**src/rtl/bitmode_addr.sv**
```systemverilog
`default_nettype none
// ============================================================================
// Module      : bitmode_addr
// Description : CPU-loadable X/Y pixel address with one auto-step per bit-mode
//               access. Macro BITMODE_READ_INC_EN lets bit-mode reads step too.
// Revision    : 1.0 - initial release
// ============================================================================
module bitmode_addr (
    input  logic        clk,
    input  logic        reset,
    input  logic        ce2Hd3,
    input  logic        BRWn,
    input  logic        xsel,
    input  logic        ysel,
    input  logic        bmsel,
    input  logic        csel,
    input  logic [1:0]  csel_a,
    input  logic [7:0]  BD,
    output logic [14:0] DRBA,
    output logic        PIXA,
    output logic        BITMDn
);

    typedef enum logic [1:0] {
        IDLE   = 2'd0,
        ACCESS = 2'd1,
        HOLD   = 2'd2
    } state_t;

    // Control latch bit positions: {YDIR, XDIR, YINC, XINC}
    localparam int C_XINC = 0;
    localparam int C_YINC = 1;
    localparam int C_XDIR = 2;
    localparam int C_YDIR = 3;

    state_t     state_q, state_d;
    logic [7:0] x_q, x_d;
    logic [7:0] y_q, y_d;
    logic [3:0] ctl_q, ctl_d;
    logic       w_qual;
    logic       w_step;
    logic       w_cpu_wr;

`ifdef BITMODE_READ_INC_EN
    assign w_qual = 1'b1;
`else
    assign w_qual = ~BRWn;
`endif

    assign w_cpu_wr = ce2Hd3 & ~BRWn;

    // HOLD absorbs any further ce2Hd3 strobes so a long bmsel steps only once.
    always_comb begin
        state_d = state_q;
        w_step  = 1'b0;
        case (state_q)
            IDLE: begin
                if (bmsel)
                    state_d = ACCESS;
            end
            ACCESS: begin
                if (!bmsel) begin
                    state_d = IDLE;
                end else if (ce2Hd3) begin
                    state_d = HOLD;
                    w_step  = w_qual;
                end
            end
            HOLD: begin
                if (!bmsel)
                    state_d = IDLE;
            end
            default: state_d = IDLE;
        endcase
    end

    // A direct CPU load takes priority over an auto-step in the same clock.
    always_comb begin
        x_d   = x_q;
        y_d   = y_q;
        ctl_d = ctl_q;
        if (w_cpu_wr && xsel)
            x_d = BD;
        else if (w_step && ctl_q[C_XINC])
            x_d = ctl_q[C_XDIR] ? x_q - 8'd1 : x_q + 8'd1;
        if (w_cpu_wr && ysel)
            y_d = BD;
        else if (w_step && ctl_q[C_YINC])
            y_d = ctl_q[C_YDIR] ? y_q - 8'd1 : y_q + 8'd1;
        if (w_cpu_wr && csel)
            ctl_d[csel_a] = BD[0];
    end

    always_ff @(posedge clk or posedge reset) begin
        if (reset) begin
            state_q <= IDLE;
            x_q     <= 8'd0;
            y_q     <= 8'd0;
            ctl_q   <= 4'd0;
        end else begin
            state_q <= state_d;
            x_q     <= x_d;
            y_q     <= y_d;
            ctl_q   <= ctl_d;
        end
    end

    assign DRBA   = {y_q, x_q[7:1]};
    assign PIXA   = x_q[0];
    assign BITMDn = ~bmsel;

endmodule
`default_nettype wire

```
**config.mk**
```make
export PLATFORM = sky130hd
export DESIGN_NAME = bitmode_addr
export DESIGN_NICKNAME = d
export VERILOG_FILES = /design/src/rtl/bitmode_addr.sv
export SDC_FILE = /design/constraint.sdc
export NUM_CORES = 1
export LEC_CHECK = 0
export ABC_AREA = 1
export BUFFER_PORTS_ARGS = -buffer_cell sky130_fd_sc_hd__buf_4
export CAP_MARGIN = 20
export CORE_ASPECT_RATIO = 0.6
export CORE_UTILIZATION = 50
export CTS_CLUSTER_SIZE = 16
export DETAILED_ROUTE_END_ITERATION = 6
export HOLD_SLACK_MARGIN = 0.06
export PLACE_DENSITY = 0.71
export SYNTH_ARGS = -nofsm -noshare
export SYNTH_HDL_FRONTEND = slang
export SYNTH_SLANG_ARGS = --single-unit
```
**constraint.sdc**
```tcl
create_clock -name clk -period 3.2 [get_ports clk]
set_input_delay 0.16 -clock clk [delete_from_list [all_inputs] [get_ports clk]]
set_output_delay 0.16 -clock clk [all_outputs]
set_load 0.05 [all_outputs]
```
==> summary.md <==
| Metric | Value |
|---|---|
| Outcome | `finished, final reports clean` |
| Final WL | `3.937 mm` |
| R2r endpoint | `y_q[6]` |
| Final setup violation count | `0` |
| Post-synth top cells | `nand2_1 (81), inv_1 (35), nand3_1 (32)` |
| Register area share after synthesis | `31.47%` |
| RSZ-0062 raised after global routing | `no` |
| Top post-synthesis cells by area | `dfrtp_1 (31%), nand2_1 (17%), nand3_1 (9.2%), ha_1 (8.6%), inv_1 (7.5%)` |
| Antenna violations before repair | `0` |
| Critical path capture point type | `flip-flop` |
| Synth unique cells | `26` |
| Chip Width | `78.36 um` |
| Max_cap viols | `0` |
| Setup bufs post-CTS | `0` |
| Top-count cell post-synth | `nand2_1` |
| Post-synth EDFFs | `0` |
| CTS sink count | `22` |
| Worst-path cell chain | `inv_1, fa_1, inv_1, nand2_1, nand2_1, nand3b_1, nand2_1, nand2_1, nand3_1, nand2_1` |
| CTS buffer count | `3` |
| Layout cells sized above 1 | `20.43%` |
| Largest area contributor in the netlist | `dfrtp_1` |
| Hold buffer count at cts | `0` |
| Starting Density | `52.95%` |
| Register area | `550.5 sq um` |
| TritonRoute pass-1 iters | `4` |
| Met1 Use GR | `37.72%` |
| Core Box Area | `3303 sq um` |
| Yosys warns | `0` |
| Max Clk Rate | `560.0 MHz` |
| Post-Syn Area | `1749 sq um` |
| Setup tns final | `0 ns` |
| Clock transition at path regs | `0.08 ns` |
| Cell Area, Placed | `2061 sq um` |
| Met2 global-route usage | `31.23%` |
| Worst vdd ir | `0.3338 mV` |
| Lkg Pwr | `1.155 nW` |
| GP Congestion | `0.8520` |
| CTS root buffer | `clkbuf_8` |
| Worst EP arrival | `1.94 ns` |
| Worst R2R Setup Slack | `1.41 ns` |
| Iter 0 DRT Violations | `105` |
| Grt met3 use | `4.000%` |
| R2R depth | `10` |
| Final core occ | `63.64%` |
| Hold Path Class | `input port to asynchronous set/reset pin` |
| Detail Placement HPWL | `3.294 mm` |
| N_diodes | `0` |
| Syn nets | `274` |
| Critical path class | `flip-flop to flip-flop` |
| Setup Skew | `0.001523 ns` |
| Async set-or-reset flop fraction in the synthesized netlist | `100.0%` |
| # resized after CTS | `0` |
| I/O Buffers | `34` |
| FILL cells | `314` |
| Crit-path max cell delay | `0.54 ns` |
| Nets | `313` |
| Rel. slew slack | `43.66%` |
| DIE HEIGHT | `47.82 um` |
| RR Startpoint | `ctl_q[3]` |
| # rows | `16` |
| Slowest cell on crit path | `dfrtp_1` |
| Final min period | `1.786 ns` |
| Syn Area/Cell | `7.228 sq um` |
| Final Hold Vio Count | `0` |
| Final hold slack | `0.06740 ns` |
| Top FF cell, synth | `dfrtp_1` |
| Power per Cell Area | `701.0 nW/um^2` |
| Post-synth top area share | `31.47%` |
| GR peak layer | `met1` |
| Vias in the first global route | `1299` |
| Synth-to-Final Area Change | `20.17%` |
| Clock latency on the worst-skew pair | `0.26 ns` |
| Final instance area | `2102 sq um` |
| FF+latch count, synth | `22` |
| Final period util | `55.81%` |
| Grt total ovfl | `0` |
| H-tree depth | `1` |
| I/O pin total | `35` |
| DR WL/cell | `12.15 um` |
| Worst-Margin Slew | `0.8441 ns` |
| Global-route wire length before repair | `6.389 mm` |
| Die area | `3747 sq um` |
| Crit path required time | `3.35 ns` |
| Number of remaining DRC errors | `0` |
| Clock Tree Buf Depth | `2` |
| Post-route ant nets | `0` |
| Vias per cell | `5.012` |
| Largest net degree at the start of global routing | `23` |
| Vias | `1624` |
| Gate Count Post-Synth | `242` |
| Most frequent CP cell | `nand2_1` |
| CTS tree | `done` |
| Area occupied by multi-input gates | `1046 sq um` |
| GRT Total Usage | `22.96%` |
| CP max FO | `8` |
| Fin. max-slew vios | `0` |
| CP Launch Type | `flip-flop` |
power by group:
part / internal, W / switching (W)
combinational: 0.000324 / 0.000556
sequential: 0.000343 / 0.0000763
clock: 0.0000841 / 0.0000892
logic make-up after synthesis:
family	count (synthesis)	share of synthesized area [%]
buf+inv	38	8.727
compound gates	19	6.223
flops	22	31.47
simple gates	145	40.70
xor+xnor	4	2.003
fa+ha+maj	14	10.87
area by class of cell:
cell class                      instances  area share (%)
Multi-Input combinational cell        182           49.76
Sequential cell                        22           26.19
Timing Repair Buffer                   34           12.14
Inverter                               38           7.262
Tap cell                               45           2.679
Clock buffer                            3           1.964
state kept, by name, summed over array words and instances (netlist names):
signal / flops
x_q: 8
state_q: 2
ctl_q: 4
y_q: 8
worst max-delay path: cells and delay by family, from the launching register on:
kind	cells	cell delay, ns
simple gates	7	0.55
buf+inv	2	0.21
fa+ha+maj	1	0.37
flops	1	0.54
layout by cell type, fill, tap and decap left out:
cell type  count
inv_2          1
or2_2          6
a22o_1         1
clkinv_4       2
inv_1         35
nor3_1         2
nand3b_1       4
xnor2_1        4
nor2_4         3
a211oi_1       1
nand2_4        2
ha_1          12
nand4_1        1
nand3_1       32
nor2_1         8
nand2_1       81
clkbuf_8       3
a21o_1         2
nor3_2         1
nand2_2        2
a21oi_1        5
nand3_4        2
dfrtp_1       22
o21ai_0        9
nor2_8         1
fa_1           2
buf_4         34
o211ai_1       1
per-layer routing:
metal	share of wire [%]	vias to the layer above
met1	56	723
met2	38	49
met4	0	0
met3	6.2	0
li1	-	852
met5	0	-
worst max-delay path by stage:
stage	startpoint	end	slack [ns]	cells past startpoint
after CTS	ctl_q[3]	y_q[6]	1.44	10
after global placement	ctl_q[3]	y_q[6]	1.50	10
final	ctl_q[3]	y_q[6]	1.41	10
after detailed placement	ctl_q[3]	y_q[6]	1.46	10
after floorplan	y_q[0]	y_q[6]	1.40	10
after global routing	ctl_q[3]	y_q[6]	1.25	10
stage by stage:
step	power [W]	cells	setup slack [ns]
floorplan	0.001079	242	1.399
global placement	0.001289	321	1.499
detailed placement	0.001302	321	1.457
CTS	0.001478	324	1.442
global route	0.001616	324	1.248
finish	0.001473	324	1.414
Note: power is estimated with default switching activity, not from simulation.
